==> config.mk <==
export PLATFORM = sky130hd
export DESIGN_NAME = ibex_compressed_encoder
export DESIGN_NICKNAME = d
export VERILOG_FILES = /design/src/rtl/ibex_cenc_pkg.sv /design/src/rtl/ibex_compressed_encoder_core.sv /design/src/rtl/ibex_compressed_encoder.sv
export SDC_FILE = /design/constraint.sdc
export NUM_CORES = 1
export LEC_CHECK = 0
export BUFFER_PORTS_ARGS = -buffer_cell sky130_fd_sc_hd__buf_4
export CORE_MARGIN = 8
export CORE_UTILIZATION = 50
export DETAILED_ROUTE_END_ITERATION = 10
export HOLD_SLACK_MARGIN = 0.08
export PLACE_DENSITY_LB_ADDON = 0.2
export SYNTH_ARGS = -nofsm -noshare
export SYNTH_HDL_FRONTEND = slang
export SYNTH_SLANG_ARGS = --single-unit
==> constraint.sdc <==
create_clock -name clk_i -period 3.1 [get_ports clk_i]
set_input_delay 0.155 -clock clk_i [delete_from_list [all_inputs] [get_ports clk_i]]
set_output_delay 0.155 -clock clk_i [all_outputs]
set_load 0.05 [all_outputs]
==> src/rtl/ibex_cenc_pkg.sv <==
// Shared definitions for the RV32 -> RVC streaming compressor.
// Optional feature macro: CMP_ENC_STATS_EN (statistics counters, top level only).
package ibex_cenc_pkg;

    localparam logic [6:0] OPC_OP_IMM = 7'h13;
    localparam logic [6:0] OPC_OP     = 7'h33;
    localparam logic [6:0] OPC_LOAD   = 7'h03;
    localparam logic [6:0] OPC_STORE  = 7'h23;
    localparam logic [6:0] OPC_JAL    = 7'h6f;

    localparam logic [15:0] C_NOP = 16'h0001;

    // One encoder result: a 16-bit item lives in data[15:0] with data[31:16] zero.
    typedef struct packed {
        logic [31:0] data;
        logic        is16;
    } enc_item_t;

    // True for the registers reachable through the 3-bit RVC register field (x8..x15).
    function automatic logic is_creg(input logic [4:0] r);
        return (r[4:3] == 2'b01);
    endfunction

endpackage

==> src/rtl/ibex_compressed_encoder_core.sv <==
// Pure combinational RV32 -> RVC rewrite of a single instruction.
// Anything without a matching compressed form passes through unchanged.
module ibex_compressed_encoder_core
    import ibex_cenc_pkg::*;
#(
    parameter int ALLOW_LS = 1
) (
    input  logic [31:0] instr_i,
    output enc_item_t   item_o,
    output logic        illegal_o
);

    logic [6:0]  opcode;
    logic [4:0]  rd;
    logic [4:0]  rs1;
    logic [4:0]  rs2;
    logic [2:0]  funct3;
    logic [6:0]  funct7;
    logic [11:0] imm_i;
    logic [11:0] imm_s;
    logic [20:0] imm_j;
    logic        imm_i_fits6;
    logic        imm_j_fits12;
    logic [15:0] c_instr;
    logic        is16;

    assign opcode = instr_i[6:0];
    assign rd     = instr_i[11:7];
    assign rs1    = instr_i[19:15];
    assign rs2    = instr_i[24:20];
    assign funct3 = instr_i[14:12];
    assign funct7 = instr_i[31:25];
    assign imm_i  = instr_i[31:20];
    assign imm_s  = {instr_i[31:25], instr_i[11:7]};
    assign imm_j  = {instr_i[31], instr_i[19:12], instr_i[20], instr_i[30:21], 1'b0};

    // 6-bit signed immediate: the upper bits must all replicate bit 5.
    assign imm_i_fits6  = (imm_i[11:5] == 7'h00) || (imm_i[11:5] == 7'h7f);
    // C.J reaches +-2 KiB: the upper bits must all replicate bit 11.
    assign imm_j_fits12 = (imm_j[20:11] == 10'h000) || (imm_j[20:11] == 10'h3ff);

    assign illegal_o = (instr_i[1:0] != 2'b11);

    // Pattern match each compressible form and build its 16-bit encoding.
    always_comb begin
        c_instr = 16'h0000;
        is16    = 1'b0;
        unique case (opcode)
            OPC_OP_IMM: begin
                if (funct3 == 3'b000) begin
                    if ((rd == rs1) && (rd != 5'd0) && imm_i_fits6 && (imm_i != 12'h000)) begin
                        c_instr = {3'b000, imm_i[5], rd, imm_i[4:0], 2'b01};
                        is16    = 1'b1;
                    end else if ((rd != 5'd0) && (rs1 == 5'd0) && imm_i_fits6) begin
                        c_instr = {3'b010, imm_i[5], rd, imm_i[4:0], 2'b01};
                        is16    = 1'b1;
                    end
                end
            end
            OPC_OP: begin
                if ((funct3 == 3'b000) && (funct7 == 7'h00) && (rd != 5'd0) && (rs2 != 5'd0)) begin
                    if (rs1 == 5'd0) begin
                        c_instr = {4'b1000, rd, rs2, 2'b10};
                        is16    = 1'b1;
                    end else if (rd == rs1) begin
                        c_instr = {4'b1001, rd, rs2, 2'b10};
                        is16    = 1'b1;
                    end
                end
            end
            OPC_LOAD: begin
                if ((ALLOW_LS != 0) && (funct3 == 3'b010) && is_creg(rd) && is_creg(rs1) &&
                    (imm_i[11:7] == 5'd0) && (imm_i[1:0] == 2'b00)) begin
                    c_instr = {3'b010, imm_i[5:3], rs1[2:0], imm_i[2], imm_i[6], rd[2:0], 2'b00};
                    is16    = 1'b1;
                end
            end
            OPC_STORE: begin
                if ((ALLOW_LS != 0) && (funct3 == 3'b010) && is_creg(rs2) && is_creg(rs1) &&
                    (imm_s[11:7] == 5'd0) && (imm_s[1:0] == 2'b00)) begin
                    c_instr = {3'b110, imm_s[5:3], rs1[2:0], imm_s[2], imm_s[6], rs2[2:0], 2'b00};
                    is16    = 1'b1;
                end
            end
            OPC_JAL: begin
                if ((rd == 5'd0) && imm_j_fits12) begin
                    c_instr = {3'b101, imm_j[11], imm_j[4], imm_j[9:8], imm_j[10], imm_j[6],
                               imm_j[7], imm_j[3:1], imm_j[5], 2'b01};
                    is16    = 1'b1;
                end
            end
            default: ;
        endcase
    end

    assign item_o.data = is16 ? {16'h0000, c_instr} : instr_i;
    assign item_o.is16 = is16;

endmodule

==> src/rtl/ibex_compressed_encoder.sv <==
// Streaming RV32 compressor: one register stage of encoder results (S1)
// feeding a halfword packer that emits aligned 32-bit fetch words.
// Optional feature macro: CMP_ENC_STATS_EN adds n_cmp_o / n_full_o counters.
module ibex_compressed_encoder
    import ibex_cenc_pkg::*;
#(
    parameter int ALLOW_LS = 1,
    parameter int STAT_W   = 32
) (
    input  logic        clk_i,
    input  logic        rst_ni,
    input  logic [31:0] instr_i,
    input  logic        instr_valid_i,
    output logic        instr_ready_o,
    input  logic        flush_i,
    output logic [31:0] word_o,
    output logic        word_valid_o,
    input  logic        word_ready_i,
    output logic        illegal_o,
    output logic        flush_done_o
`ifdef CMP_ENC_STATS_EN
    ,
    output logic [STAT_W-1:0] n_cmp_o,
    output logic [STAT_W-1:0] n_full_o
`endif
);

    enc_item_t   enc_item;
    logic        enc_illegal;

    logic        s1_valid;
    enc_item_t   s1_item;
    logic [15:0] hw_buf;
    logic        hw_valid;
    logic        flush_pend;

    logic        can_out;
    logic        s1_adv;
    logic        accept;
    logic        flush_fire;
    logic        word_new;
    logic [31:0] word_next;
    logic [15:0] hw_buf_next;
    logic        hw_valid_next;

    ibex_compressed_encoder_core #(
        .ALLOW_LS (ALLOW_LS)
    ) u_core (
        .instr_i   (instr_i),
        .item_o    (enc_item),
        .illegal_o (enc_illegal)
    );

    // Handshake: S1 may move only when the output register is free or being taken.
    always_comb begin
        can_out       = !word_valid_o || word_ready_i;
        s1_adv        = s1_valid && can_out;
        instr_ready_o = !s1_valid || s1_adv;
        accept        = instr_valid_i && instr_ready_o;
        // Flush waits for S1 to empty so the pad lands after every older item.
        flush_fire    = flush_pend && !s1_valid && can_out;
    end

    // Packer: combine the pending halfword with the S1 item, or pad it out on flush.
    always_comb begin
        word_new      = 1'b0;
        word_next     = word_o;
        hw_buf_next   = hw_buf;
        hw_valid_next = hw_valid;
        if (s1_adv) begin
            unique case ({hw_valid, s1_item.is16})
                2'b00: begin
                    word_new  = 1'b1;
                    word_next = s1_item.data;
                end
                2'b01: begin
                    hw_buf_next   = s1_item.data[15:0];
                    hw_valid_next = 1'b1;
                end
                2'b10: begin
                    // 32-bit item straddles the word boundary; its upper half stays pending.
                    word_new    = 1'b1;
                    word_next   = {s1_item.data[15:0], hw_buf};
                    hw_buf_next = s1_item.data[31:16];
                end
                default: begin
                    word_new      = 1'b1;
                    word_next     = {s1_item.data[15:0], hw_buf};
                    hw_valid_next = 1'b0;
                end
            endcase
        end else if (flush_fire && hw_valid) begin
            word_new      = 1'b1;
            word_next     = {C_NOP, hw_buf};
            hw_valid_next = 1'b0;
        end
    end

    // State registers: S1, packer, output word, flush control and status pulses.
    always_ff @(posedge clk_i) begin
        if (!rst_ni) begin
            s1_valid     <= 1'b0;
            s1_item      <= '0;
            hw_buf       <= 16'h0000;
            hw_valid     <= 1'b0;
            flush_pend   <= 1'b0;
            word_o       <= 32'h0000_0000;
            word_valid_o <= 1'b0;
            illegal_o    <= 1'b0;
            flush_done_o <= 1'b0;
        end else begin
            if (accept && !enc_illegal) begin
                s1_valid <= 1'b1;
                s1_item  <= enc_item;
            end else if (s1_adv) begin
                s1_valid <= 1'b0;
            end
            hw_buf       <= hw_buf_next;
            hw_valid     <= hw_valid_next;
            word_o       <= word_next;
            word_valid_o <= word_new || (word_valid_o && !word_ready_i);
            illegal_o    <= accept && enc_illegal;
            flush_done_o <= flush_fire;
            // A new request arriving as the old one completes re-arms the flush.
            flush_pend   <= flush_i || (flush_pend && !flush_fire);
        end
    end

`ifdef CMP_ENC_STATS_EN
    // Emitted-item statistics, counted when an item leaves S1.
    always_ff @(posedge clk_i) begin
        if (!rst_ni) begin
            n_cmp_o  <= '0;
            n_full_o <= '0;
        end else if (s1_adv) begin
            if (s1_item.is16) begin
                n_cmp_o <= n_cmp_o + 1'b1;
            end else begin
                n_full_o <= n_full_o + 1'b1;
            end
        end
    end
`else
    // STAT_W only sizes the statistics counters, which are absent in this build.
    if (STAT_W < 1) begin : g_stat_w_unused
    end
`endif

endmodule
Word-level counts from Yosys, hierarchy flattened
Cells that the tools add are included.
{"block": "totals", "reg_bits": 87, "in_bits": 37, "out_inout_bits": 36, "word_cells": 116}
{"block": "classes", "eq_ne": 17, "mux": 33, "reduce_logical": 56}
{"op": "$mux 16", "n": 7}
{"op": "$mux 32", "n": 3}
{"op": "$pmux 16 s5", "n": 1}
{"op": "$pmux 32 s2", "n": 1}
{"op": "$pmux 16 s2", "n": 1}
{"op": "$mux 15", "n": 2}
{"op": "$logic_and 1x1->1", "n": 26}
{"op": "$mux 1", "n": 16}
{"op": "$logic_not 5->1", "n": 3}
{"op": "$eq 7x6->1 const B", "n": 2}
{"op": "$eq 7x7->1 const B", "n": 2}
{"op": "$reduce_bool 12->1", "n": 1}
{"op": "$eq 10x10->1 const B", "n": 1}
{"op": "$logic_not 10->1", "n": 1}
{"op": "$reduce_bool 5->1", "n": 2}
{"op": "$eq 2x1->1 const B", "n": 4}
{"op": "$eq 7x2->1 const B", "n": 1}
{"op": "$eq 7x5->1 const B", "n": 1}
{"op": "$logic_not 7->1", "n": 1}
{"op": "$logic_not 2->1", "n": 3}
{"op": "$logic_or 1x1->1", "n": 6}
{"op": "$ne 2x2->1 const B", "n": 3}
{"op": "$reduce_and 2->1", "n": 3}
{"op": "$reduce_bool 2->1", "n": 3}
{"op": "8 further kinds", "n": 12}

Depth between registers and ports, before layout
Gate-level depths: netlist (run 1).
{"block": "depth", "ltp_word": 8, "mapped_depth": 10, "depth_no_buf": 8}

By module
Synthesis (run 1) repeated with hierarchy kept, for this count alone.
{"block": "unflattened", "hier_cells": 580, "area_unflattened_um2": 5017.3}
{"mod": "ibex_compressed_encoder", "n_inst": 1, "cells_per_inst": 445, "area_each_um2": 4121.5, "seq_area_each_um2": 1741.7}
{"mod": "ibex_compressed_encoder_core", "n_inst": 1, "cells_per_inst": 135, "area_each_um2": 895.9, "seq_area_each_um2": 0.0}

Least setup slack after synthesis (run 1)
No wires, ideal clock.
{"block": "synth_timing", "path_kind": "reg-to-reg", "startpoint": "reg word_valid_o", "endpoint": "reg s1_item[13] in the netlist's numbering", "setup_time_ps": 87, "t_arrival_ps": 2189, "required_ps": 3013, "path_slack_ps": 824, "path_stages_with_launch": 8, "path_buffers": 2, "synth_period_minus_slack_ps": 2276, "path_cell_list": "dfxtp_1 > nor2b_1 > nand2_1 > nand4_1 > clkbuf_1 > clkbuf_1 > nand3_1 > o31ai_1"}
{"block": "synth_via", "elab_chain_cells": 6}
{"item": "from (decl)", "line_no": "ibex_compressed_encoder.sv:17", "source": "output logic word_valid_o,"}
{"item": "from (signal assigned)", "line_no": "ibex_compressed_encoder.sv:121", "source": "word_valid_o <= word_new || (word_valid_o && !word_ready_i);"}
{"item": "$logic_not 1->1", "line_no": "ibex_compressed_encoder.sv:56", "source": "can_out = !word_valid_o || word_ready_i;"}
{"item": "$logic_or 1x1->1", "line_no": "ibex_compressed_encoder.sv:56"}
{"item": "$logic_and 1x1->1", "line_no": "ibex_compressed_encoder.sv:57", "source": "s1_adv = s1_valid && can_out;"}
{"item": "$logic_or 1x1->1", "line_no": "ibex_compressed_encoder.sv:58", "source": "instr_ready_o = !s1_valid || s1_adv;"}
{"item": "via instr_ready_o", "line_no": "ibex_compressed_encoder.sv:14", "source": "output logic instr_ready_o,"}
{"item": "$logic_and 1x1->1", "line_no": "ibex_compressed_encoder.sv:59", "source": "accept = instr_valid_i && instr_ready_o;"}
{"item": "$logic_and 1x1->1", "line_no": "ibex_compressed_encoder.sv:112", "source": "if (accept && !enc_illegal) begin"}
{"item": "to (signal assigned)", "line_no": "ibex_compressed_encoder.sv:114", "source": "s1_item <= enc_item;"}
{"item": "to (decl)", "line_no": "ibex_compressed_encoder.sv:32", "source": "enc_item_t s1_item;"}
The timed path passes the listed nets, and every way through them passes these cells.
A chain may end at the register's enable or synchronous reset.

Final worst setup path (run 1)
{"block": "layout_timing", "startpoint": "in instr_i[29]", "endpoint": "reg s1_item[4] in the netlist's numbering"}
{"block": "layout_via", "elab_chain_cells": 8, "word_cells_on_any_way": 30, "classes_between": "1 x eq/ne; 15 x mux; 14 x reduce/logical"}
{"item": "from (decl)", "line_no": "ibex_compressed_encoder.sv:12", "source": "input logic [31:0] instr_i,"}
{"item": "$eq 7x7->1 or $logic_not 7->1 (tied branches)", "line_no": "ibex_compressed_encoder_core.sv:38, ibex_compressed_encoder_core.sv:61"}
{"item": "$logic_or 1x1->1", "line_no": "ibex_compressed_encoder_core.sv:38", "source": "assign imm_i_fits6 = (imm_i[11:5] == 7'h00) || (imm_i[11:5] == 7'h7f);"}
{"item": "$logic_and 1x1->1, on equally long branches", "line_no": "ibex_compressed_encoder_core.sv:54, ibex_compressed_encoder_core.sv:51"}
{"item": "$mux 15 (tied with other cells)", "line_no": "ibex_compressed_encoder_core.sv:54", "source": "end else if ((rd != 5'd0) && (rs1 == 5'd0) && imm_i_fits6) begin"}
{"item": "$mux 16 or $mux 1 (tied branches)", "line_no": "ibex_compressed_encoder_core.sv:51", "source": "if ((rd == rs1) && (rd != 5'd0) && imm_i_fits6 && (imm_i != 12'h000)) begin"}
{"item": "$mux 16 or $mux 1 (tied branches)", "line_no": "ibex_compressed_encoder_core.sv:50", "source": "if (funct3 == 3'b000) begin"}
{"item": "$pmux 16 s5 or $pmux 1 s5 (tied branches)", "line_no": "ibex_compressed_encoder_core.sv:48", "source": "unique case (opcode)"}
{"item": "$mux 32 (*)", "line_no": "ibex_compressed_encoder_core.sv:96", "source": "assign item_o.data = is16 ? {16'h0000, c_instr} : instr_i;"}
Mark *: on every way between the ends. The rest lies on a longest branch, timed or not.

==> results of run 1 <==
==> routing by layer <==
layer / share of wire / track usage
met1: 0.47 / 0.300
met2: 0.45 / 0.347
met3: 0.064 / 0.0509
met4: 0.018 / 0.0733
met5: 0 / 0
==> layout by cell type, fill, tap and decap left out, drive strengths merged, types with 3 or more instances in the layout <==
cell	Yosys	final
or2	3	3
a211oi	20	20
or3	4	4
ha	3	3
mux2i	33	33
o21ai	14	14
dfxtp	87	87
nand2b	3	3
o31ai	5	5
inv	4	5
a311oi	17	17
clkbuf	33	10
nand3	44	44
nand4	5	5
and2	3	3
nor3	27	27
nand2	45	45
nor4	3	3
xnor2	3	3
a21oi	51	51
a222oi	5	5
buf	8	85
and3	6	6
nor2	72	72
dlygate4sd3	0	3
==> logic make-up after synthesis <==
group,Yosys count
adder cells (fa/ha/maj),3
multiplexers,33
flip-flops,87
buffers and inverters,45
AO/OA/AOI/OAI,124
XOR/XNOR,5
AND/OR/NAND/NOR,225
==> power by group <==
group | switching [mW] | internal (mW)
registers | 0.0273 | 1.15
logic | 0.170 | 0.0983
clock network | 0.424 | 0.397
==> what timing repair did <==
item                       4_1_cts  5_1_grt
hold endpoints to repair         3        0
setup endpoints to repair        0        0
hold buffers                     3        0
==> critical path, cell delays in order <==
cell and delay, ns:
dlygate4sd3_1 0.53, buf_4 0.15, nor2_1 0.26, nand4b_1 0.15, nor4b_1 0.50, o21a_4 0.26, or2_4 0.17, nor3_2 0.06
buf_4 0.23, a221oi_1 0.27, o31ai_1 0.10
==> worst paths after layout <==
kind                                   end  slack [ns]  depth (start not counted)
setup / recovery   s1_item[4]$_SDFFE_PN0P_        0.50                         11
hold / removal    s1_item[12]$_SDFFE_PN0P_        0.09                          3
setup reg to reg  s1_item[11]$_SDFFE_PN0P_        0.90                          6
hold reg to reg      flush_pend$_SDFF_PN0_        0.47                          2
==> Yosys cell counts (all sizes together), types with 5 or more instances <==
| cell type | count | share of area |
|---|---|---|
| dfxtp | 87 | 0.41 |
| nor2 | 72 | 0.064 |
| a21oi | 51 | 0.060 |
| nand2 | 45 | 0.040 |
| nand3 | 44 | 0.052 |
| clkbuf | 33 | 0.029 |
| mux2i | 33 | 0.078 |
| nor3 | 27 | 0.033 |
| a211oi | 20 | 0.036 |
| a311oi | 17 | 0.035 |
| o21ai | 14 | 0.017 |
| buf | 8 | 0.010 |
| and3 | 6 | 0.0089 |
| a222oi | 5 | 0.012 |
| nand4 | 5 | 0.0074 |
| o31ai | 5 | 0.0089 |
==> final cells by class <==
type                            count  area (um^2)
Timing Repair Buffer               88          668
Multi-Input combinational cell    390         2310
Clock buffer                       10          138
Clock inverter                      6         67.6
Tap cell                          105          131
Inverter                            4         15.0
Sequential cell                    87         1740
Fill cell                         773         3150
==> state kept, by name, indices dropped and copies added, names as in the netlist <==
signal,flops
hw_buf,16
word_o,32
word_valid_o,1
flush_done_o,1
s1_item,33
flush_pend,1
hw_valid,1
illegal_o,1
s1_valid,1
==> stage by stage <==
stage	total power [mW]	instance area [um^2]	setup slack, ns	instances	hold slack, ns
finish	2.26	5070	0.499	690	0.0884
global route	2.34	5070	0.337	690	0.0924
CTS	2.27	5070	0.559	690	0.0834
detailed placement	1.46	4830	0.554	671	0.410
global placement	1.46	4830	0.498	671	0.393
floorplan	1.34	4220	0.824	522	0.284
==> summary.txt, run 1 <==
Global route
  • Global-route wire length before repair: 20.8 mm
  • All-Layer GR Usage: 0.224
  • Via count of the first global-routing pass: 3968
  • Initial antenna violation count: 0
  • GRT Residual Overflow: 0
  • Maximum number of pins on one net before global-route repair: 43

Floorplan
  • Die Width: 108 um
  • Full die area: 0.0116 mm^2
  • Core area: 0.00822 mm^2
  • Top-Level Pins: 73
  • Vertical die dimension: 108 um
  • Row Count: 33
  • Starting Density: 0.514

Pwr
  • Worst VDD drop: 0.219 mV
  • Leakage dissipation: 1.86 nW
  • Power density relative to cell area: 447 mW/mm^2

Setup path
  • Required time at the worst-slack endpoint: 3.33 ns
  • Crit path max fanout: 22
  • Startpoint of the worst setup timing path: instr_i[29]
  • Kind of critical path: in2reg
  • Element type at the critical path start: input port
  • Element type at the critical path end: flop
  • Worst r2r src: word_valid_o$_SDFF_PN0_
  • Data arrival, critical path: 2.83 ns

Synth
  • Adder-Cell Fraction of Synth Area: 0.00889
  • Largest family of logic cells by synthesized area: simple AND/OR/NAND/NOR gates
  • Synthesized area per cell: 8.09 um^2
  • Count of flip-flops with a built-in enable after synthesis: 0
  • Combined area of all synthesized cells: 0.00422 mm^2
  • Post-Synth XOR/XNOR Area: 0.0104
  • Mux contribution to synthesized area: 0.0782
  • #FFs+latches synth: 87
  • Synthesized-area fraction occupied by ao, oa, aoi and oai cells: 0.195
  • Most common flop cell mapped by yosys: dfxtp_1
  • Simple-gate portion of the synthesized area: 0.252
  • Distinct cell type count after synthesis: 53
  • Share of synthesized area occupied by flip-flops and latches: 0.412
  • Post-synth ARST share: 0
  • Total of warnings raised by yosys: 0
  • Gate Count Post-Synth: 522
  • Net count after synthesis: 562

STA
  • Max Clock Skew: 0.0233 ns
  • Headroom to the max-slew limit: 0.440
  • Post-route setup TNS: 0 ns
  • Post-layout min period: 2.60 ns
  • Number of pins with negative max-slew slack in the final report: 0
  • Top achievable clock speed: 384 MHz
  • Hold violation total from the final report: 0
  • Transition time at the pin with the least slew margin: 0.839 ns
  • Portion of the clock cycle consumed by the worst path in the final layout: 0.839
  • Number of failing setup endpoints in the final timing report: 0
  • Setup repair after global routing missed its margin: false

Cells and area
  • Fraction of layout instances using a drive strength above 1: 0.193
  • Nets: 620
  • Antenna diodes: 0
  • Core utilization of the finished layout: 0.617
  • P&R area growth vs syn: 20.0%

Clock network
  • Number of buffers on the longest clock path: 2
  • Cts bufs inserted: 9
  • Depth of the CTS H-tree: 3
  • CTS tree: yes
  • Buffers inserted by post-CTS timing repair: 0
  • Clock edge transition at the registers on the reported setup and hold paths: 0.10 ns
  • Cells resized by post-CTS repair: 0
  • Clk_lat worst skew: 0.36 ns
  • Clock root buffer: clkbuf_8
  • CTS Sinks: 87

Routing
  • Initial drt markers: 263
  • Aggregate routed wire length: 13.1 mm
  • DRC violation count after routing: 0
  • Vias post-DR: 4131
  • Antenna-violating nets left: 0
  • Total iterations of the first detailed-routing run: 6
  • Via count normalized by instance count: 5.99
  • Detail-routed net length per standard cell: 18.9 um

Hold path
  • Min-delay worst type: in2reg
  • Origin of the worst min-delay path: instr_i[11]

Placed design
  • HPWL after detailed placement: 9.80 mm
  • Total of buffers placed on input and output ports: 72
  • RePlAce Congestion: 1.04

Job
  • Max Cap Violations: 0

Status
  • Run status: finished, final reports clean
No activity file was read; power rests on OpenSTA's default activity.
==> inputs of run 2 (changes only) <==
==> constraint.sdc (replaced) <==
create_clock -name clk_i -period 2.7 [get_ports clk_i]
set_input_delay 0.135 -clock clk_i [delete_from_list [all_inputs] [get_ports clk_i]]
set_output_delay 0.135 -clock clk_i [all_outputs]
set_load 0.05 [all_outputs]
==> summary.txt, run 2 (same netlist as run 1, synthesis figures left out) <==
Pwr
  • Part of the power in registers: 0.514 (was 0.518)
  • Share of power burned in the clock network: 0.363 (about the same)
  • Leakage dissipation: 1.94 nW (was 1.86 nW)
  • Internal power: 1.88 mW (was 1.64 mW)
  • Design Power: 2.62 mW (was 2.26 mW)
  • Share of power burned in combinational logic: 0.123 (was 0.119)
  • Power density relative to cell area: 503 mW/mm^2 (was 447 mW/mm^2)
  • Worst VDD drop: 0.230 mV (was 0.219 mV)
  • Power spent charging and discharging nets: 741 uW (was 622 uW)
  • Fraction of power spent switching nets: 0.283 (was 0.275)

STA
  • Worst hold-check slack: 0.0952 ns (was 0.0884 ns)
  • Post-route setup TNS: 0 ns (unchanged)
  • Max Clock Skew: 0.00973 ns (was 0.0233 ns)
  • Hold violation total from the final report: 0 (unchanged)
  • Transition time at the pin with the least slew margin: 0.747 ns (was 0.839 ns)
  • Portion of the clock cycle consumed by the worst path in the final layout: 0.936
  • Setup repair after global routing missed its margin: false (unchanged)
  • Post-layout min period: 2.53 ns
  • Headroom to the max-slew limit: 0.501 (was 0.440)
  • Number of pins with negative max-slew slack in the final report: 0 (unchanged)
  • Top achievable clock speed: 396 MHz
  • Number of failing setup endpoints in the final timing report: 0 (unchanged)
  • Minimum setup slack in the final design: 0.173 ns (was 0.499 ns)

Setup path
  • Kind of critical path: in2reg (unchanged)
  • Peak per-stage delay on the critical path: 0.55 ns (was 0.53 ns)
  • Startpoint of the worst setup timing path: instr_i[30] (was instr_i[29])
  • Crit path max fanout: 11 (was 22)
  • Cell-by-cell trace of the critical path: dlygate4sd3_1 > buf_4 > nor2_1 > nand3_1 > or3_1 > a21oi_1 > nor2_2 > or3_4 > and3_1 > o31ai_1 (was dlygate4sd3_1 > buf_4 > nor2_1 > nand4b_1 > nor4b_1 > o21a_4 > or2_4 > nor3_2 > buf_4 > a221oi_1 > o31ai_1)
  • Required time at the worst-slack endpoint: 2.97 ns (was 3.33 ns)
  • Number of buffer and inverter stages on the critical path: 2 (was 3)
  • Element type at the critical path start: input port (unchanged)
  • Top Family by Delay on Critical Path: simple AND/OR/NAND/NOR gates (unchanged)
  • Worst r2r src: hw_valid$_SDFFE_PN0P_ (was word_valid_o$_SDFF_PN0_)
  • Data arrival, critical path: 2.80 ns (was 2.83 ns)
  • Standard cell with the maximum stage delay on the critical path: dlygate4sd3_1 (unchanged)
  • Element type at the critical path end: flop (unchanged)

Global route
  • Via count of the first global-routing pass: 3970 (was 3968)
  • Global-route wire length before repair: 21.3 mm (was 20.8 mm)
  • GRT Residual Overflow: 0 (unchanged)
  • All-Layer GR Usage: 0.231 (was 0.224)
  • Maximum number of pins on one net before global-route repair: 46 (was 43)
  • Initial antenna violation count: 0 (unchanged)

Cells and area
  • Flip-flop count of the largest register, all copies and words added: 33 (unchanged)
  • Highest-count cells in the layout ignoring fill and taps: buf_4, dfxtp_1, nor2_1 (was dfxtp_1, buf_4, nor2_1)
  • Nets: 634 (was 620)
  • Register with the most flip-flops: s1_item (unchanged)
  • P&R area growth vs syn: 23.3% (was 20.0%)
  • Leading cell type in the layout, fill and taps excluded: buf_4 (was dfxtp_1)
  • Antenna diodes: 0 (unchanged)
  • Number of cells in the finished layout apart from fillers: 704 (was 690)
  • Fraction of layout instances using a drive strength above 1: 0.204 (was 0.193)
  • Registers with the most flip-flops: s1_item (33), word_o (32), hw_buf (16) (unchanged)

Clock network
  • Buffers inserted by post-CTS timing repair: 0 (unchanged)
  • Clock edge transition at the registers on the reported setup and hold paths: 0.09 ns (was 0.10 ns)
  • Clock root buffer: clkbuf_8 (unchanged)
  • Depth of the CTS H-tree: 3 (unchanged)
  • CTS tree: yes (unchanged)
  • Clk_lat worst skew: 0.36 ns (about the same)
  • Cts bufs inserted: 9 (unchanged)
  • CTS Sinks: 87 (unchanged)
  • Number of buffers on the longest clock path: 2 (unchanged)

Hold path
  • Origin of the worst min-delay path: instr_i[24] (was instr_i[11])
  • Min-delay worst type: in2reg (unchanged)

Floorplan
  • Vertical die dimension: 108 um (unchanged)
  • Row Count: 33 (unchanged)
  • Core area: 0.00822 mm^2 (unchanged)
  • Full die area: 0.0116 mm^2 (unchanged)
  • Top-Level Pins: 73 (unchanged)
  • Die Width: 108 um (unchanged)
  • Starting Density: 0.514 (unchanged)

Placed design
  • Total of buffers placed on input and output ports: 72 (unchanged)
  • RePlAce Congestion: 0.952 (was 1.04)
  • Pre-CTS WS: 0.268 ns (was 0.554 ns)
  • HPWL after detailed placement: 10.0 mm (was 9.80 mm)
  • Inst Count DP: 678 (was 671)

Routing
  • DRC violation count after routing: 0 (unchanged)
  • Detail-routed net length per standard cell: 18.8 um (was 18.9 um)
  • Via count normalized by instance count: 5.93 (was 5.99)
  • Vias post-DR: 4178 (was 4131)
  • Total iterations of the first detailed-routing run: 6 (unchanged)
  • Antenna-violating nets left: 0 (unchanged)
  • Initial drt markers: 335 (was 263)
  • Aggregate routed wire length: 13.2 mm (was 13.1 mm)

Job
  • Max Cap Violations: 0 (unchanged)

Status
  • Run status: finished, final reports clean (unchanged)
run 2: cell count changes in the layout (fill, tap and decap cells not counted), sizes merged:
cell / delta
clkinvlp: -1
dlygate4sd3: +7
buf: +7
clkbuf: -1
inv: +2
run 2: cell type report:
class,instances,area (um^2)
inverters,4,15.0
well taps,105,131
clock buffers,9,124
multi-input cells,390,2310
repair buffers,102,803
fillers,764,3010
clock inverters,7,80.1
flip-flops and latches,87,1740
run 2: final timing paths:
kind	depth (start not counted)	slack, ns	to
min reg2reg	2	0.47	s1_item[21]$_SDFFE_PN0P_
max reg2reg	6	0.71	hw_valid$_SDFFE_PN0P_
max	10	0.17	s1_item[13]$_SDFFE_PN0P_
min	3	0.1	s1_item[25]$_SDFFE_PN0P_
run 2: routing by layer:
layer / up-vias / GRT usage / share of wire
li1: 2052 / - / -
met1: 1951 / 0.300 / 0.44
met2: 153 / 0.369 / 0.47
met3: 22 / 0.0479 / 0.064
met4: 0 / 0.0902 / 0.026
met5: - / 0 / 0
run 2: per-stage QoR:
| stage | utilization | cell area (um^2) |
|---|---|---|
| after floorplan | - | 4220 |
| after global placement | 0.596 | 4900 |
| after detailed placement | 0.596 | 4900 |
| after CTS | 0.633 | 5200 |
| after global routing | 0.634 | 5210 |
| final | 0.634 | 5210 |
run 2: power groups by stage:
stage	Sequential (mW)	Clock (mW)	Combinational, mW
after CTS	1.35	0.967	0.318
after floorplan	1.40	0	0.134
after detailed placement	1.38	0	0.306
after global routing	1.35	1.02	0.346
after global placement	1.37	0	0.303
final	1.35	0.953	0.322
run 2: timing repair:
| item | 4_1_cts | 5_1_grt |
|---|---|---|
| gates resized for setup | 0 | 2 |
| hold endpoints to repair | 9 | 0 |
| hold buffers | 10 | 0 |
| setup endpoints to repair | 0 | 4 |
run 2: worst register-to-register path: stages, from the launching register on:
cell	delay, ns
dfxtp_1	0.35
inv_1	0.11
ha_1	0.59
buf_4	0.36
nor2_1	0.09
a211o_1	0.30
a21oi_1	0.12
